`config.mk`:
```
export PLATFORM = sky130hd
export DESIGN_NAME = regfile_mp_sb
export DESIGN_NICKNAME = d
export VERILOG_FILES = /design/src/rtl/regfile_pkg.sv /design/src/rtl/regfile_mp_sb_scoreboard.sv /design/src/rtl/regfile_mp_sb.sv
export SDC_FILE = /design/constraint.sdc
export NUM_CORES = 2
export LEC_CHECK = 0
export CAP_MARGIN = 15
export CORE_MARGIN = 2
export CORE_UTILIZATION = 50
export CTS_CLUSTER_SIZE = 12
export DETAILED_ROUTE_END_ITERATION = 10
export PLACE_DENSITY = 0.64
export SLEW_MARGIN = 20
export SYNTH_ARGS = -nofsm -noshare
export SYNTH_HDL_FRONTEND = slang
export SYNTH_SLANG_ARGS = --single-unit
```
`constraint.sdc`:
```
create_clock -name clk -period 85.6 [get_ports clk]
set_input_delay 17.12 -clock clk [delete_from_list [all_inputs] [get_ports clk]]
set_output_delay 17.12 -clock clk [all_outputs]
set_load 0.005 [all_outputs]
```
`src/rtl/regfile_pkg.sv`:
```
// Shared constants and types for the multi-port register file and its scoreboard.
package regfile_pkg;
  localparam int DW_DEF = 32;
  localparam int AW_DEF = 5;

  typedef logic [AW_DEF-1:0] reg_idx_t;

  localparam reg_idx_t ZERO_REG = '0;
endpackage

```
`src/rtl/regfile_mp_sb_scoreboard.sv`:
```
// Per-register busy bits (one outstanding producer each) plus a sticky protocol-error flag.
module rf_scoreboard
  import regfile_pkg::*;
#(
  parameter int AW = AW_DEF
) (
  input  logic                 clk,
  input  logic                 clrn,
  input  logic                 i_iss,
  input  logic [AW-1:0]        i_iss_wn,
  input  logic                 i_wea,
  input  logic [AW-1:0]        i_wna,
  input  logic                 i_web,
  input  logic [AW-1:0]        i_wnb,
  output logic [(1<<AW)-1:0]   o_busy,
  output logic                 o_err
);
  localparam int DEPTH = 1 << AW;

  logic [DEPTH-1:0] r_busy;
  logic             r_err;
  logic [DEPTH-1:0] w_wr_hit;
  logic [DEPTH-1:0] w_iss_hit;
  logic             w_err_set;

  // Register 0 never appears in either hit vector, so its busy bit stays 0.
  always_comb begin
    w_wr_hit  = '0;
    w_iss_hit = '0;
    if (i_wea && i_wna != '0)    w_wr_hit[i_wna]     = 1'b1;
    if (i_web && i_wnb != '0)    w_wr_hit[i_wnb]     = 1'b1;
    if (i_iss && i_iss_wn != '0) w_iss_hit[i_iss_wn] = 1'b1;
  end

  assign w_err_set = (|(w_iss_hit & r_busy & ~w_wr_hit)) | (|(w_wr_hit & ~r_busy));

  // Issue wins over a same-cycle write: the new producer owns the register.
  always_ff @(posedge clk or posedge clrn) begin
    if (clrn) begin
      r_busy <= '0;
      r_err  <= 1'b0;
    end else begin
      r_busy <= (r_busy & ~w_wr_hit) | w_iss_hit;
      r_err  <= r_err | w_err_set;
    end
  end

  assign o_busy = r_busy;
  assign o_err  = r_err;
endmodule

```
`src/rtl/regfile_mp_sb.sv`:
```
// NR-read / 2-write register file, reg 0 hardwired to zero, with issue scoreboard.
// Same-cycle write forwarding to the read ports is enabled by defining RF_BYPASS_EN.
module regfile_mp_sb
  import regfile_pkg::*;
#(
  parameter int DW = DW_DEF,
  parameter int AW = AW_DEF,
  parameter int NR = 2
) (
  input  logic               clk,
  input  logic               clrn,
  input  logic [NR*AW-1:0]   rn,
  output logic [NR*DW-1:0]   q,
  output logic [NR-1:0]      rbusy,
  input  logic               wea,
  input  logic [AW-1:0]      wna,
  input  logic [DW-1:0]      da,
  input  logic               web,
  input  logic [AW-1:0]      wnb,
  input  logic [DW-1:0]      db,
  input  logic               iss,
  input  logic [AW-1:0]      iss_wn,
  output logic               err
);
  localparam int DEPTH = 1 << AW;

  logic [DEPTH-1:0][DW-1:0] r_mem;
  logic [DEPTH-1:0]         w_busy;
  logic                     w_wra;
  logic                     w_wrb;

  assign w_wra = wea && (wna != '0);
  assign w_wrb = web && (wnb != '0);

  // Port B has priority when both ports target the same register.
  always_ff @(posedge clk or posedge clrn) begin
    if (clrn) begin
      r_mem <= '0;
    end else begin
      for (int r = 1; r < DEPTH; r++) begin
        if (w_wrb && wnb == AW'(r))      r_mem[r] <= db;
        else if (w_wra && wna == AW'(r)) r_mem[r] <= da;
      end
    end
  end

  rf_scoreboard #(.AW(AW)) u_sb (
    .clk      (clk),
    .clrn     (clrn),
    .i_iss    (iss),
    .i_iss_wn (iss_wn),
    .i_wea    (wea),
    .i_wna    (wna),
    .i_web    (web),
    .i_wnb    (wnb),
    .o_busy   (w_busy),
    .o_err    (err)
  );

  for (genvar k = 0; k < NR; k++) begin : g_rd
    logic [AW-1:0] w_rn;
    assign w_rn = rn[k*AW +: AW];
`ifdef RF_BYPASS_EN
    logic w_hita;
    logic w_hitb;
    // Gated by reset so q stays 0 while clrn is held.
    assign w_hita = !clrn && w_wra && (wna == w_rn);
    assign w_hitb = !clrn && w_wrb && (wnb == w_rn);
    assign q[k*DW +: DW] = w_hitb ? db : (w_hita ? da : r_mem[w_rn]);
    assign rbusy[k]      = w_busy[w_rn] & ~(w_hita | w_hitb);
`else
    assign q[k*DW +: DW] = r_mem[w_rn];
    assign rbusy[k]      = w_busy[w_rn];
`endif
  end
endmodule

```
==> results.md <==
* Starting utilization of the core area at about half
* Maximum Capacitance Violations at 0
* Mean instance size in the synthesized netlist at around 11 um^2
* Die extent in x at about 360 um
* Number of gates resized after cts at 0
* CTS tree: done
* Met3 track demand over resource at under 10%
* Number of vias per cell after detailed routing at 6.96
* Proportion of register bits with asynchronous set or reset after synthesis at between 90% and 100%
* DR pass1 iterations at 6
* Data required time at the worst endpoint at slightly below 70 ns
* Post-CTS clock slew at the launch and capture registers of the worst setup and hold paths at 0.05 ns
* Io pins at about 160
* M1 GR Usage at between 50% and 60%
* Detail Route Antenna Nets at 0
* Hold crit path type: register to register
* Placer congestion estimate at ~0.88
* Remaining DRCs at 0
* CTS H-tree depth at 3
* Final worst setup slack at 46.49 ns
* Pre-CTS WS at around 46 ns
* Core Rows at around 130
* Global-route congestion overflow total at 0
* Crit share post-route at 45.7%
* Actual transition at the worst max-transition pin at about 1.2 ns
* Achievable clock frequency at around 26 MHz
* Post-CTS Hold Fix Bufs at 0
* Area growth from synthesis to layout at 9.07%
* Vias in the first global route at roughly 49000
* Unrepaired setup endpoints after global routing: false
* Rel. slew slack at 18.0%
* Net count of the mapped netlist at 5996
* Sink Count at roughly 1000
* Maximum resistive drop on vdd at ~0.000018 V
* Antenna violations before repair at 13
* Count of flip-flops with a built-in enable after synthesis at 0
* Number of warnings reported in the yosys synthesis log at 32
* Sequential element share of the synthesized area at 40.1%
* Worst setup SP type: input port
* Cell mode on critical path: sky130_fd_sc_hd__buf_4
* Most common cell after layout, fill and taps aside: sky130_fd_sc_hd__dfrtp_1
* Worst path buffer plus inverter count at 5
* Global routing met2 resource utilization at about 53%
* Drt total wl at approximately 240000 um
* Root cell of the clock tree: sky130_fd_sc_hd__clkbuf_16
* First-pass GRT wire length at about 350000 um
* Max Slew Vio Count at 0
* Commonest cells after routing, fill and taps aside: sky130_fd_sc_hd__dfrtp_1, sky130_fd_sc_hd__mux2i_1, sky130_fd_sc_hd__nor2_1
* Shortest period the worst path allows at a little under 40 ns
* Sum Neg Setup Slack at 0 ns
* Die height at around 360 um
* Crit path max-delay family: buffers and inverters
* Number of library cell types mapped by synthesis at 53
* Total power per unit cell area at 24.0 nW/um^2
* Register bit count reported by yosys at 1025
* Port Buffers at 160
* Result of the run: finished, final reports clean
* Mapped Area at about 64000 um^2
* Number of clock buffers inserted by TritonCTS at roughly 110
* CTS Buffer Depth at 3
* Number of hold violations in the final report at 0
* Worst Setup End Kind: output port
* Cell count after synthesis at between 5000 and 6000
* Maximum net fanout on the critical path at 61
* Starting DRT DRC Count at between 7000 and 8000
* All-layer global routing usage at 36.4%
* Wire length per cell after detailed routing at roughly 33 um
* Number of nets in the finished design at 5675
* Clock insertion delay at the later pin of the skew report at 0.73 ns
* Layout cell share with drive strength beyond 1 at between 20 and 25%
* Highest cell delay on the worst timing path at roughly 0.80 ns
* Placeable core region at around 130000 um^2
* Half-perimeter wire length after placement at about 130000 um
* Overall die area at roughly 130000 um^2
* Cells along the critical path: buf_8 > buf_4 > buf_4 > buf_4 > mux4_2 > mux4_2 > mux2_2 > clkdlybuf4s50_1
* Arrival time of the worst setup path at 21.99 ns
* Routed via count at 51100
* # setup viols final at 0
* Critical path class: input port to output port
* Cell with the largest stage delay on the worst path: sky130_fd_sc_hd__buf_4
* Setup clock skew after layout at roughly 0.0046 ns
* Maximum number of pins on one net before global-route repair at 170
* Most used flip-flop cell after synthesis: sky130_fd_sc_hd__dfrtp_1
* Setup bufs post-CTS at 0
* Global route hottest layer: met2
* Standby leakage power at between 30 and 40 nW
==> final cells by class <==
cell class                      count  area [um^2]
Fill cell                       10600        57500
Multi-Input combinational cell   4165        35900
Sequential cell                  1025        25600
Clock buffer                      166         3350
Timing Repair Buffer              272         2310
Tap cell                         1662         2080
Clock inverter                     43          502
Inverter                            4         22.5
Antenna cell                        7         17.5
==> kinds of logic after synthesis <==
logic type	count (synthesis)	synth area share [%]
buffers and inverters	712	4.58
multiplexers	1589	36.7
AND/OR/NAND/NOR	1438	8.97
flip-flops	1025	40.1
AO/OA/AOI/OAI	1138	9.64
==> power by group <==
group          internal, mW  total, mW  switching (mW)
sequential            0.615      0.722           0.107
combinational         0.259      0.440           0.181
clock                 0.297      0.514           0.216
total                  1.17       1.68           0.504
==> synthesized netlist by cell type, types with 31 or more instances <==
library cell / count / area (um^2)
sky130_fd_sc_hd__dfrtp_1: 1025 / 25600
sky130_fd_sc_hd__mux2i_1: 863 / 8640
sky130_fd_sc_hd__nor2_1: 719 / 2700
sky130_fd_sc_hd__a21oi_1: 599 / 3000
sky130_fd_sc_hd__nand2_1: 598 / 2240
sky130_fd_sc_hd__mux4_2: 596 / 13400
sky130_fd_sc_hd__clkbuf_1: 498 / 1870
sky130_fd_sc_hd__o21ai_0: 316 / 1580
sky130_fd_sc_hd__buf_2: 164 / 821
sky130_fd_sc_hd__a31oi_1: 131 / 820
sky130_fd_sc_hd__mux2_2: 129 / 1450
sky130_fd_sc_hd__a22o_1: 63 / 552
sky130_fd_sc_hd__buf_1: 37 / 139
sky130_fd_sc_hd__nand3_1: 31 / 155
==> per-stage QoR <==
step	util [%]	total power [mW]	hold slack, ns	cell area [um^2]	instances
2_1_floorplan	-	1.03	0.441	64000	5902
3_5_place_dp	51.9	1.16	0.383	66100	7127
5_1_grt	54.8	1.75	0.423	69800	7340
4_1_cts	54.9	1.67	0.398	69900	7336
6_report	54.8	1.68	0.399	69800	7344
3_3_place_gp	52.0	1.14	0.381	66200	7127
==> metal layers <==
metal  wire [um]  share of wire, %
met5          67             0.028
met4       13800               5.8
met3       30100                13
met2      104000                44
met1       91300                38
==> final timing paths <==
check	from	endpoint	slack, ns	depth (start not counted)
max	rn[0]	q[30]	46.49	8
min	u_sb.o_busy[0]$_DFF_PP0_	u_sb.o_busy[0]$_DFF_PP0_	0.40	0
max reg2reg	u_sb.o_busy[6]$_DFF_PP0_	u_sb.o_err$_DFF_PP0_	83.41	7
min reg2reg	u_sb.o_busy[0]$_DFF_PP0_	u_sb.o_busy[0]$_DFF_PP0_	0.40	0
max in group asynchronous	clrn	r_mem[239]$_DFFE_PP0P_	64.87	6
min in group asynchronous	clrn	r_mem[925]$_DFFE_PP0P_	16.91	2
==> state kept, by name, summed over array words and instances (netlist names) <==
signal,cells
u_sb.o_busy,32
u_sb.o_err,1
r_mem,992
No activity file was read; power rests on OpenSTA's default activity.
